## src/rtl/mem_stage_if.sv

```systemverilog
// Data-cache port bundle between the memory stage (master) and the cache (slave).
interface mem_stage_if;
  logic        dmemREN;
  logic        dmemWEN;
  logic [31:0] dmemaddr;
  logic [31:0] dmemstore;
  logic        dhit;
  logic [31:0] dmemload;

  modport master (
    output dmemREN, dmemWEN, dmemaddr, dmemstore,
    input  dhit, dmemload
  );

  modport slave (
    input  dmemREN, dmemWEN, dmemaddr, dmemstore,
    output dhit, dmemload
  );
endinterface

```

## src/rtl/mem_stage.sv

```systemverilog
// Pipeline memory stage: issues one data-cache access per memory op, stalls
// upstream until dhit, and registers the writeback bundle.
module mem_stage (
  input  logic        CLK,
  input  logic        RST,
  input  logic        validIN,
  input  logic        flush,
  input  logic        writeRegIN,
  input  logic        MemtoRegIN,
  input  logic [1:0]  RWDSelIN,
  input  logic        dRENIN,
  input  logic        dWENIN,
  input  logic [31:0] resultIN,
  input  logic [31:0] busBIN,
  input  logic [4:0]  rwIN,
  input  logic [31:0] PCIncIN,
  mem_stage_if.master dmem,
  output logic        validOUT,
  output logic        writeRegOUT,
  output logic        MemtoRegOUT,
  output logic [1:0]  RWDSelOUT,
  output logic [31:0] resultOUT,
  output logic [31:0] loadOUT,
  output logic [4:0]  rwOUT,
  output logic [31:0] PCIncOUT,
  output logic        memStall,
  output logic [15:0] waitCount
);

  localparam int unsigned DW = 32;
  localparam int unsigned RW = 5;
  localparam int unsigned CW = 16;

  typedef enum logic {IDLE, ACCESS} state_t;

  state_t state, state_nxt;
  logic   mem_op;

  // Holding registers for the access in flight
  logic [DW-1:0] h_result, h_busb, h_pcinc;
  logic [RW-1:0] h_rw;
  logic [1:0]    h_rwdsel;
  logic          h_dren, h_dwen, h_wr, h_m2r;

  // Cache port is driven straight from the holding registers, so it holds in IDLE
  assign dmem.dmemaddr  = h_result;
  assign dmem.dmemstore = h_busb;
  assign dmem.dmemWEN   = (state == ACCESS) & h_dwen;
  assign dmem.dmemREN   = (state == ACCESS) & h_dren & ~h_dwen;

  // State register
  always_ff @(posedge CLK) begin
    if (RST) state <= IDLE;
    else     state <= state_nxt;
  end

  // Next state and upstream stall
  always_comb begin
    state_nxt = state;
    memStall  = 1'b0;
    mem_op    = validIN & ~flush & (dRENIN | dWENIN);
    if (state == IDLE) begin
      memStall = mem_op;
      if (mem_op) state_nxt = ACCESS;
    end else begin
      memStall = ~dmem.dhit;
      if (dmem.dhit) state_nxt = IDLE;
    end
  end

  // Holding registers, writeback registers and wait counter
  always_ff @(posedge CLK) begin
    if (RST) begin
      h_result    <= '0;
      h_busb      <= '0;
      h_pcinc     <= '0;
      h_rw        <= '0;
      h_rwdsel    <= '0;
      h_dren      <= 1'b0;
      h_dwen      <= 1'b0;
      h_wr        <= 1'b0;
      h_m2r       <= 1'b0;
      validOUT    <= 1'b0;
      writeRegOUT <= 1'b0;
      MemtoRegOUT <= 1'b0;
      RWDSelOUT   <= '0;
      resultOUT   <= '0;
      loadOUT     <= '0;
      rwOUT       <= '0;
      PCIncOUT    <= '0;
      waitCount   <= '0;
    end else if (state == IDLE) begin
      if (mem_op) begin
        h_result    <= resultIN;
        h_busb      <= busBIN;
        h_pcinc     <= PCIncIN;
        h_rw        <= rwIN;
        h_rwdsel    <= RWDSelIN;
        h_dren      <= dRENIN;
        h_dwen      <= dWENIN;
        h_wr        <= writeRegIN;
        h_m2r       <= MemtoRegIN;
        validOUT    <= 1'b0;
        writeRegOUT <= 1'b0;
      end else if (validIN && !flush) begin
        validOUT    <= 1'b1;
        writeRegOUT <= writeRegIN & ~dWENIN & (rwIN != RW'(0));
        MemtoRegOUT <= MemtoRegIN;
        RWDSelOUT   <= RWDSelIN;
        resultOUT   <= resultIN;
        rwOUT       <= rwIN;
        PCIncOUT    <= PCIncIN;
      end else begin
        validOUT    <= 1'b0;
        writeRegOUT <= 1'b0;
      end
    end else begin
      if (dmem.dhit) begin
        validOUT    <= 1'b1;
        writeRegOUT <= h_wr & ~h_dwen & (h_rw != RW'(0));
        MemtoRegOUT <= h_m2r;
        RWDSelOUT   <= h_rwdsel;
        resultOUT   <= h_result;
        rwOUT       <= h_rw;
        PCIncOUT    <= h_pcinc;
        if (h_dren && !h_dwen) loadOUT <= dmem.dmemload;
      end else begin
        validOUT    <= 1'b0;
        writeRegOUT <= 1'b0;
        if (waitCount != {CW{1'b1}}) waitCount <= waitCount + CW'(1);
      end
    end
  end

endmodule

```

## src/flat_wrapper.sv

```systemverilog
// flat-port wrapper written by rule: the top's interface ports become plain ports
module mem_stage_flat 
  (CLK, RST, validIN, flush, writeRegIN, MemtoRegIN, RWDSelIN, dRENIN, dWENIN, resultIN, busBIN, rwIN, PCIncIN, validOUT, writeRegOUT, MemtoRegOUT, RWDSelOUT, resultOUT, loadOUT, rwOUT, PCIncOUT, memStall, waitCount, dmem_dmemREN, dmem_dmemWEN, dmem_dmemaddr, dmem_dmemstore, dmem_dhit, dmem_dmemload);
  mem_stage_if dmem_i ();
  input  logic CLK;
  input  logic RST;
  input  logic validIN;
  input  logic flush;
  input  logic writeRegIN;
  input  logic MemtoRegIN;
  input  logic [1:0] RWDSelIN;
  input  logic dRENIN;
  input  logic dWENIN;
  input  logic [31:0] resultIN;
  input  logic [31:0] busBIN;
  input  logic [4:0] rwIN;
  input  logic [31:0] PCIncIN;
  output logic validOUT;
  output logic writeRegOUT;
  output logic MemtoRegOUT;
  output logic [1:0] RWDSelOUT;
  output logic [31:0] resultOUT;
  output logic [31:0] loadOUT;
  output logic [4:0] rwOUT;
  output logic [31:0] PCIncOUT;
  output logic memStall;
  output logic [15:0] waitCount;
  output wire logic [$bits(dmem_i.dmemREN)-1:0] dmem_dmemREN;
  output wire logic [$bits(dmem_i.dmemWEN)-1:0] dmem_dmemWEN;
  output wire logic [$bits(dmem_i.dmemaddr)-1:0] dmem_dmemaddr;
  output wire logic [$bits(dmem_i.dmemstore)-1:0] dmem_dmemstore;
  input wire logic [$bits(dmem_i.dhit)-1:0] dmem_dhit;
  input wire logic [$bits(dmem_i.dmemload)-1:0] dmem_dmemload;
  assign dmem_dmemREN = dmem_i.dmemREN;
  assign dmem_dmemWEN = dmem_i.dmemWEN;
  assign dmem_dmemaddr = dmem_i.dmemaddr;
  assign dmem_dmemstore = dmem_i.dmemstore;
  assign dmem_i.dhit = dmem_dhit;
  assign dmem_i.dmemload = dmem_dmemload;
  mem_stage u_core (.CLK(CLK), .RST(RST), .validIN(validIN), .flush(flush), .writeRegIN(writeRegIN), .MemtoRegIN(MemtoRegIN), .RWDSelIN(RWDSelIN), .dRENIN(dRENIN), .dWENIN(dWENIN), .resultIN(resultIN), .busBIN(busBIN), .rwIN(rwIN), .PCIncIN(PCIncIN), .dmem(dmem_i), .validOUT(validOUT), .writeRegOUT(writeRegOUT), .MemtoRegOUT(MemtoRegOUT), .RWDSelOUT(RWDSelOUT), .resultOUT(resultOUT), .loadOUT(loadOUT), .rwOUT(rwOUT), .PCIncOUT(PCIncOUT), .memStall(memStall), .waitCount(waitCount));
endmodule
```

## config.mk

```make
export PLATFORM = sky130hd
export DESIGN_NAME = mem_stage_flat
export DESIGN_NICKNAME = d
export VERILOG_FILES = /design/src/rtl/mem_stage_if.sv /design/src/rtl/mem_stage.sv /design/src/flat_wrapper.sv
export SDC_FILE = /design/constraint.sdc
export NUM_CORES = 1
export LEC_CHECK = 0
export BUFFER_PORTS_ARGS = -buffer_cell sky130_fd_sc_hd__buf_2
export CAP_MARGIN = 25
export CORE_MARGIN = 5
export CORE_UTILIZATION = 25
export DETAILED_ROUTE_END_ITERATION = 6
export GPL_ROUTABILITY_DRIVEN = 0
export PLACE_DENSITY = 0.48
export SYNTH_ARGS = -nofsm -noshare
export SYNTH_HDL_FRONTEND = slang
export SYNTH_SLANG_ARGS = --single-unit
```

## constraint.sdc

```tcl
create_clock -name CLK -period 2.11 [get_ports CLK]
set_input_delay 0.422 -clock CLK [delete_from_list [all_inputs] [get_ports CLK]]
set_output_delay 0.422 -clock CLK [all_outputs]
set_load 0.01 [all_outputs]
```

==> results of run 1 <==
-- state kept, by name (all words and copies together), names as in the netlist --
name                   flops
u_core.h_wr                1
u_core.dmem.dmemaddr      32
u_core.writeRegOUT         1
u_core.PCIncOUT           32
u_core.RWDSelOUT           2
u_core.h_rw                5
u_core.MemtoRegOUT         1
u_core.h_rwdsel            2
u_core.state               1
u_core.h_dren              1
u_core.waitCount          16
u_core.resultOUT          32
u_core.h_dwen              1
u_core.dmem.dmemstore     32
u_core.loadOUT            32
u_core.h_pcinc            32
u_core.h_m2r               1
u_core.validOUT            1
u_core.rwOUT               5
-- per-layer routing --
metal	wire length, um	GRT usage	vias to the layer above
li1	-	-	4249
met1	12810	0.1789	3830
met2	13180	0.2240	272
met3	2512	0.04798	40
met4	733	0.03494	4
met5	16	0	-
-- how the worst min path moves through the flow --
stage	end	slack [ns]	from	cells after the start
2_1_floorplan	u_core.h_wr$_SDFFE_PP0P_	0.43	u_core.h_wr$_SDFFE_PP0P_	2
3_3_place_gp	u_core.loadOUT[20]$_SDFFE_PP0P_	0.44	u_core.loadOUT[20]$_SDFFE_PP0P_	2
3_5_place_dp	u_core.loadOUT[0]$_SDFFE_PP0P_	0.44	u_core.loadOUT[0]$_SDFFE_PP0P_	2
4_1_cts	u_core.dmem.dmemstore[24]$_SDFFE_PP0P_	0.07	busBIN[24]	3
5_1_grt	u_core.dmem.dmemstore[24]$_SDFFE_PP0P_	0.08	busBIN[24]	3
6_report	u_core.dmem.dmemstore[28]$_SDFFE_PP0P_	0.11	busBIN[28]	3
-- area by class of cell --
| class | count | area, um^2 |
|---|---|---|
| fillers | 3720 | 23090 |
| flip-flops and latches | 230 | 4608 |
| multi-input cells | 737 | 3956 |
| repair buffers | 370 | 2128 |
| clock buffers | 45 | 875.8 |
| well taps | 461 | 576.8 |
| clock inverters | 7 | 70.07 |
| diodes | 2 | 5.005 |
| inverters | 1 | 3.754 |
-- where the power goes --
part / internal, uW / switching (uW)
clock: 2950 / 1890
sequential: 4520 / 98.9
combinational: 446 / 602
-- per-stage QoR --
step / cell area, um^2 / instances / hold WS, ns / power, uW / setup slack, ns
global placement: 11250 / 1798 / 0.4389 / 5766 / 0.1426
global route: 12220 / 1852 / 0.08336 / 11030 / 0.03704
floorplan: 8862 / 1051 / 0.4315 / 5258 / 0.2608
CTS: 12210 / 1851 / 0.06904 / 10740 / 0.02798
detailed placement: 11250 / 1798 / 0.4430 / 5781 / 0.1170
finish: 12220 / 1853 / 0.1094 / 10520 / 0.1273
-- kinds of logic (layout without fill, tap and decap cells) --
family                   Yosys count  after routing  synth area share
buffers and inverters             84            423           0.03883
other                              0              2                 0
adder cells (fa/ha/maj)            1              1          0.001412
flip-flops                       230            230            0.5196
AO/OA/AOI/OAI                    247            247            0.1641
AND/OR/NAND/NOR                  416            416            0.1936
multiplexers                      73             73           0.08259
-- cells in the final DEF (no fill, tap or decap), drive strengths merged, types with 2 or more instances in the layout --
master  count
buf       370
nand2     288
dfxtp     230
a21oi     154
nor2       80
a211oi     73
mux2i      72
clkbuf     45
nand4       8
o31ai       8
or4         8
o21ai       6
nand3       5
nor3        5
clkinv      4
nor2b       3
or3         3
nor3b       3
and4        3
diode       2
and3b       2
a31oi       2
inv         2
-- timing repair --
action,CTS,global route
setup buffers,1,0
resized for setup,3,1
setup endpoints to repair,2,1
-- worst max-delay path, cell delays in order (launching register included) --
cell and delay, ns:
dfxtp_4 0.43, buf_12 0.27, and2_1 0.17, buf_2 0.14
==> flow_summary_export.csv, run 1 <==
group,metric,value,unit
synth,avgSynthCellArea,8.432,um^2
clocking,clock-sinks,230,
sta,hold_viol_final,0,
drt,dr.pass1.iters,4,
sta,rsz0062_at_grt,"no",
synth,ys.flop_type,"dfxtp_1",
drt,drc_errors,0,
sta,period_needed,1.983,ns
synth,synth_top_cell_by_area,"dfxtp_1",
drt,ant_nets,0,
synth,synth.most_common_cell,"nand2_1",
sta,worst_pin_slew,0.6314,ns
sta,finalClockSkew,0.006013,ns
critical_path,required,1.69,ns
layout,fin_nets,1514,
drt,drt-total-wl,29.25,mm
job,drv_cap,0,
drt,drtIter0Drc,223,
synth,yosys-top-cells-count,"288 x nand2_1, 230 x dfxtp_1, 154 x a21oi_1, 80 x nor2_1, 73 x a211oi_1",
synth,synth-edff-count,0,
synth,yosys_warnings,0,
synth,synth_area,8862,um^2
synth,ys_seq_area_frac,0.5196,
critical_path,r2r-end,"u_core.PCIncOUT[9]$_SDFFE_PP0P_",
layout,areaGrowthSynthToFinish,37.94,%
die,dieHeight,198.3,um
critical_path,reg2reg_depth,6,
sta,setup-violations-final,0,
sta,drv_slew,0,
clocking,cts-hold-fix-buffers,0,
synth,ys_seq_elements,230,
layout,fin_util,0.3462,
global_route,overflow,0,
die,pin_count,333,
synth,synth-async-reset-ratio,0,
die,start_util,0.2510,
clocking,clkTransAtPathRegs,0.06,ns
critical_path,path_class,"flop to output port",
drt,num_vias,8395,
global_route,grt_pass1_vias,7846,
synth,yosysUniqueCellTypes,41,
clocking,h-tree-depth,1,
critical_path,worstSetupStartpoint,"u_core.state$_SDFF_PP0_",
clocking,root_buffer,"clkbuf_16",
critical_path,crit_arrival,1.56,ns
die,coreArea,35310,um^2
critical_path,worstSetupEndpointType,"output port",
pwr,p_leak,0.005014,uW
synth,syn_inst,1051,
critical_path,start_kind,"flop",
global_route,grt_max_degree,56,
sta,fmax,504.4,MHz
critical_path,crit_end,"dmem_dmemWEN",
synth,netlist.area_leader.share,0.5196,
outcome,status,"finished clean",
clocking,insertion_delay,0.54,ns
global_route,grt_antenna_before_repair,3,
die,num_rows,69,
critical_path,r2r_start,"u_core.state$_SDFF_PP0_",
clocking,clockBufferDepth,3,
sta,setup_tns,0,ns
hold_path,hold_path.class,"input pin to flop",
clocking,cts_tree,"yes",
drt,post_drt_wl_per_cell,15.79,um
die,fp.dieArea,39320,um^2
die,die_x,198.3,um
pwr,irDropWorstVdd,655.7,uV
sta,slew_headroom,0.5791,
placement,dp_hpwl,20.73,mm
global_route,grt_usage,0.1389,
layout,drive_gt1_frac,0.3079,
drt,vias_per_cell,4.530,
synth,ys_top_cells_by_area,"dfxtp_1 52%, nand2_1 12%, a21oi_1 8.7%, mux2i_1 8.1%, a211oi_1 6.2%",
critical_path,regToRegSetupSlack,0.25,ns
placement,io_buffers,332,
synth,synth_fp_nets,1196,
sta,finalCritPeriodShare,0.9397,
critical_path,crit_fanout,32,
global_route,grt_pass1_wl,44.35,mm
pwr,power_density,860.3,nW/um^2
clocking,numCtsBuffers,29,
Note: power is estimated with default switching activity, not from simulation.
==> run 2: changes to the inputs <==
--- a/config.mk
+++ b/config.mk
@@ -11,7 +11,7 @@
 export CORE_UTILIZATION = 25
 export DETAILED_ROUTE_END_ITERATION = 6
 export GPL_ROUTABILITY_DRIVEN = 0
-export PLACE_DENSITY = 0.48
+export PLACE_DENSITY_LB_ADDON = 0.2
 export SYNTH_ARGS = -nofsm -noshare
 export SYNTH_HDL_FRONTEND = slang
 export SYNTH_SLANG_ARGS = --single-unit
==> flow_summary_export.csv, run 2 (synthesis gave the netlist of run 1 again) <==
group,metric,value,unit
layout,drive_gt1_frac,0.3051,
die,dieHeight,198.3,um
global_route,grt_usage,0.1380,
global_route,grt_pass1_vias,7801,
critical_path,crit_arrival,1.61,ns
outcome,status,"finished clean",
die,pin_count,333,
critical_path,r2r-end,"u_core.PCIncOUT[1]$_SDFFE_PP0P_",
sta,period_needed,2.027,ns
drt,ant_nets,0,
global_route,grt_antenna_before_repair,5,
layout,final_cells,1845,
global_route,overflow,0,
critical_path,required,1.69,ns
placement,placed_cells,1788,
critical_path,worstSetupEndpointType,"output port",
drt,dr.pass1.iters,4,
hold_path,hold_depth,3,
pwr,p_leak,0.005036,uW
clocking,clockBufferDepth,3,
sta,worst_pin_slew,0.4779,ns
sta,drv_slew,0,
die,die_x,198.3,um
pwr,power_density,906.4,nW/um^2
critical_path,r2r_start,"u_core.state$_SDFF_PP0_",
die,start_util,0.2510,
clocking,root_buffer,"clkbuf_16",
die,num_rows,69,
clocking,cts-hold-fix-buffers,0,
hold_path,min_to,"u_core.dmem.dmemstore[15]$_SDFFE_PP0P_",
sta,finalClockSkew,0.01693,ns
drt,wl_met3,3.151,mm
pwr,irDropWorstVdd,591.7,uV
global_route,grt_pass1_wl,44.39,mm
critical_path,crit_fanout,5,
job,drv_cap,0,
drt,drc_errors,0,
layout,areaGrowthSynthToFinish,38.60,%
clocking,numCtsBuffers,28,
drt,met2_length,12.88,mm
critical_path,path_class,"flop to output port",
critical_path,cp_cell_sequence,"buf_12, nor3b_2, buf_4, o21ai_4, nand2_1, buf_6",
clocking,h-tree-depth,1,
drt,wl_met1,12.42,mm
layout,final_cell_mix,"330 x buf_2, 288 x nand2_1, 229 x dfxtp_1, 154 x a21oi_1, 79 x nor2_1",
sta,slew_headroom,0.6814,
clocking,insertion_delay,0.54,ns
drt,vias_per_cell,4.480,
critical_path,regToRegSetupSlack,0.16,ns
drt,drtIter0Drc,283,
hold_path,hold_path.class,"input pin to flop",
critical_path,cpPeakStageDelay,0.37,ns
layout,final_common_cell,"buf_2",
global_route,grt_max_degree,74,
die,fp.dieArea,39320,um^2
clocking,cts_tree,"yes",
critical_path,cp_slowest_cell,"dfxtp_4",
placement,io_buffers,332,
clocking,clock-sinks,230,
pwr,total_power,11130,uW
placement,dp_hpwl,20.02,mm
critical_path,start_kind,"flop",
sta,hold_viol_final,0,
critical_path,reg2reg_depth,5,
drt,dr.max_layer_used,"met5",
clocking,clkTransAtPathRegs,0.06,ns
sta,fmax,493.3,MHz
sta,finalCritPeriodShare,0.9607,
layout,fin_nets,1506,
drt,post_drt_wl_per_cell,15.78,um
drt,num_vias,8265,
sta,setup-violations-final,0,
drt,drt-total-wl,29.11,mm
hold_path,hold_start,"busBIN[15]",
die,coreArea,35310,um^2
[run 2: changes by cell type in the layout (fill, tap and decap cells not counted)]
cell and change:
buf_6 +1, buf_12 -1, buf_4 -6, buf_2 -1, clkinvlp_4 -1, clkinv_4 -1
clkbuf_1 -1, diode_2 -1, bufinv_16 +5, clkinv_2 -2
[run 2: report_power, final]
group / switching, uW / internal [uW]
sequential: 97.2 / 4520
clock: 1920 / 3550
combinational: 602 / 439
[run 2: worst max-delay path by stage]
stage	from	endpoint	cells after the start
2_1_floorplan	u_core.waitCount[4]$_SDFFE_PP0P_	u_core.waitCount[11]$_SDFFE_PP0P_	5
4_1_cts	u_core.state$_SDFF_PP0_	memStall	6
5_1_grt	u_core.state$_SDFF_PP0_	memStall	6
6_report	u_core.state$_SDFF_PP0_	memStall	6
3_3_place_gp	flush	u_core.rwOUT[0]$_SDFFE_PP0P_	6
3_5_place_dp	flush	u_core.PCIncOUT[1]$_SDFFE_PP0P_	6
[run 2: per-stage QoR]
step | hold slack [ns] | area, um^2 | setup WS (ns) | utilization | TNS [ns]
5_1_grt | 0.08543 | 12280 | -0.002658 | 0.3479 | -0.002658
3_5_place_dp | 0.4434 | 11160 | 0.04671 | 0.3161 | 0
2_1_floorplan | 0.4315 | 8862 | 0.2608 | - | 0
6_report | 0.1105 | 12280 | 0.08283 | 0.3479 | 0
3_3_place_gp | 0.4387 | 11160 | 0.08824 | 0.3161 | 0
4_1_cts | 0.07094 | 12270 | 0.02494 | 0.3475 | 0
[run 2: cell type report]
cell class / instances / area [um^2]
Multi-Input combinational cell: 737 / 3956
Inverter: 1 / 3.754
Fill cell: 3728 / 23030
Timing Repair Buffer: 363 / 2069
Antenna cell: 1 / 2.502
Sequential cell: 230 / 4608
Tap cell: 461 / 576.8
Clock inverter: 8 / 193.9
Clock buffer: 44 / 872.1
[run 2: routing by layer]
metal	global-route usage	vias to the layer above
met5	0	-
met4	0.03622	6
met3	0.05258	52
met2	0.2223	277
met1	0.1742	3699
li1	-	4231
[run 2: timing repair]
action,CTS,global route
pin swaps,0,0
resized for setup,5,1
cloned,0,0
setup buffers,3,1
endpoints found under the setup margin,1,1
[run 2: worst max-delay path: cells and delay by family, from the launching register on]
kind,cells,cell delay (ns)
compound gates,1,0.08
buf+inv,3,0.38
flops,1,0.37
simple gates,2,0.24
==> run 3: changes to the inputs <==
--- a/config.mk
+++ b/config.mk
@@ -7,11 +7,13 @@
 export LEC_CHECK = 0
 export BUFFER_PORTS_ARGS = -buffer_cell sky130_fd_sc_hd__buf_2
 export CAP_MARGIN = 25
+export CORE_ASPECT_RATIO = 2
 export CORE_MARGIN = 5
 export CORE_UTILIZATION = 25
 export DETAILED_ROUTE_END_ITERATION = 6
 export GPL_ROUTABILITY_DRIVEN = 0
 export PLACE_DENSITY_LB_ADDON = 0.2
+export SETUP_SLACK_MARGIN = 0.02
 export SYNTH_ARGS = -nofsm -noshare
 export SYNTH_HDL_FRONTEND = slang
 export SYNTH_SLANG_ARGS = --single-unit
==> flow_summary_export.csv, run 3 (synthesis gave the netlist of run 1 again) <==
group,metric,value,unit
layout,stdcell_area,12050,um^2
critical_path,start_kind,"flop",
hold_path,min_to,"u_core.dmem.dmemstore[6]$_SDFFE_PP0P_",
global_route,grt_antenna_before_repair,8,
pwr,internal-power,7798,uW
clocking,clockBufferDepth,3,
die,start_util,0.2527,
die,dieHeight,276.3,um
pwr,clkPwrFrac,0.453,
layout,fin_nets,1503,
sta,finalCritPeriodShare,0.9552,
clocking,h-tree-depth,1,
clocking,clock-sinks,230,
critical_path,worstSetupEndpointType,"output port",
critical_path,crit_fanout,29,
die,coreArea,35070,um^2
clocking,numCtsBuffers,24,
hold_path,hold_start,"busBIN[6]",
global_route,grt_max_degree,75,
sta,setup_slack,0.09456,ns
global_route,grt_pass1_vias,8325,
hold_path,hold_depth,3,
drt,vias_per_cell,4.545,
job,drv_cap,0,
sta,rsz0062_at_grt,"no",
sta,setup-violations-final,0,
clocking,insertion_delay,0.52,ns
critical_path,path_class,"flop to output port",
drt,drc_errors,0,
hold_path,hold_path.class,"input pin to flop",
layout,final_common_cell,"buf_2",
global_route,grt_usage,0.1456,
sta,drv_slew,0,
layout,nFillCells,3760,
critical_path,required,1.69,ns
layout,drive_gt1_frac,0.3031,
critical_path,regToRegSetupSlack,0.17,ns
critical_path,crit_arrival,1.59,ns
pwr,power_density,858.5,nW/um^2
sta,worst_pin_slew,0.6775,ns
sta,hold_viol_final,0,
sta,fmax,496.2,MHz
global_route,grt_pass1_wl,46.49,mm
drt,dr.pass1.iters,4,
drt,post_drt_wl_per_cell,16.36,um
placement,dp_hpwl,21.36,mm
global_route,overflow,0,
critical_path,r2r-end,"u_core.resultOUT[23]$_SDFFE_PP0P_",
die,num_rows,97,
drt,drtIter0Drc,266,
sta,period_needed,2.015,ns
clocking,root_buffer,"clkbuf_16",
sta,setup_tns,0,ns
pwr,combPwrFrac,0.100,
drt,ant_nets,0,
critical_path,reg2reg_depth,6,
placement,placed_area,11130,um^2
die,die_x,143.1,um
drt,drt-total-wl,29.93,mm
sta,finalClockSkew,0.008801,ns
die,fp.dieArea,39540,um^2
placement,pre_cts_slack,0.05567,ns
pwr,irDropWorstVdd,615.5,uV
sta,whs,0.1315,ns
pwr,switchingPower,2544,uW
die,pin_count,333,
pwr,p_leak,0.004932,uW
pwr,p_seq_frac,0.447,
pwr,netSwitchingFraction,0.2460,
clocking,cts_tree,"yes",
clocking,clkTransAtPathRegs,0.07,ns
placement,io_buffers,332,
sta,slew_headroom,0.5483,
layout,final_cell_mix,"331 x buf_2, 288 x nand2_1, 229 x dfxtp_1, 154 x a21oi_1, 79 x nor2_1",
outcome,status,"finished clean",
critical_path,r2r_start,"u_core.state$_SDFF_PP0_",
layout,areaGrowthSynthToFinish,35.93,%
drt,num_vias,8312,
==> run 3: layout make-up <==
class | instances | area (um^2) | share of cell area
timing repair buffer | 364 | 2028 | 0.1684
tap | 445 | 556.8 | 0.04622
clock buffer | 34 | 709.4 | 0.05889
inverter | 1 | 3.754 | 0.0003116
antenna | 8 | 20.02 | 0.001662
clock inverter | 10 | 163.9 | 0.01361
multi-input combinational | 737 | 3956 | 0.3284
sequential | 230 | 4608 | 0.3825
==> run 3: worst max-delay path: stages, from the launching register on <==
cell and delay, ns:
dfxtp_4 0.42, buf_8 0.29, and3b_1 0.21, buf_2 0.13
==> run 3: timing repair <==
item / 4_1_cts / 5_1_grt
hold buffers: 0 / 0
setup endpoints to repair: 3 / 1
hold endpoints to repair: 0 / 0
resized for setup: 2 / 1
gates cloned: 0 / 0
setup buffers: 1 / 0
==> run 3: through the flow <==
step	total power, uW	std cells	util
floorplan	5258	1051	-
detailed placement	5774	1776	0.3174
CTS	10550	1821	0.3427
finish	10340	1829	0.3435
global route	10820	1827	0.3433
global placement	5758	1776	0.3174
==> run 3: power by group through the flow <==
stage | clock network (uW) | registers (uW) | logic, uW
CTS | 4870 | 4630 | 1050
finish | 4690 | 4620 | 1030
global placement | 0 | 4720 | 1040
global route | 5030 | 4640 | 1140
detailed placement | 0 | 4720 | 1050
floorplan | 0 | 4770 | 487
==> run 3: per-layer routing <==
layer | routed length [um] | global-route usage | vias to the layer above
met5 | 0 | 0 | -
met4 | 1004 | 0.06514 | 0
met3 | 2121 | 0.03268 | 50
met2 | 15940 | 0.2722 | 249
met1 | 10860 | 0.1506 | 3789
li1 | - | - | 4224
==> run 3: how the worst max path moves through the flow <==
stage               depth (start not counted)                             start  slack [ns]                           endpoint
floorplan                                   5  u_core.waitCount[4]$_SDFFE_PP0P_        0.26  u_core.waitCount[11]$_SDFFE_PP0P_
global placement                            7                             flush        0.09  u_core.resultOUT[11]$_SDFFE_PP0P_
detailed placement                          7                             flush        0.06   u_core.resultOUT[8]$_SDFFE_PP0P_
CTS                                         5           u_core.state$_SDFF_PP0_        0.03                           memStall
global route                                5           u_core.state$_SDFF_PP0_        0.03                           memStall
finish                                      3           u_core.state$_SDFF_PP0_        0.09                       dmem_dmemREN
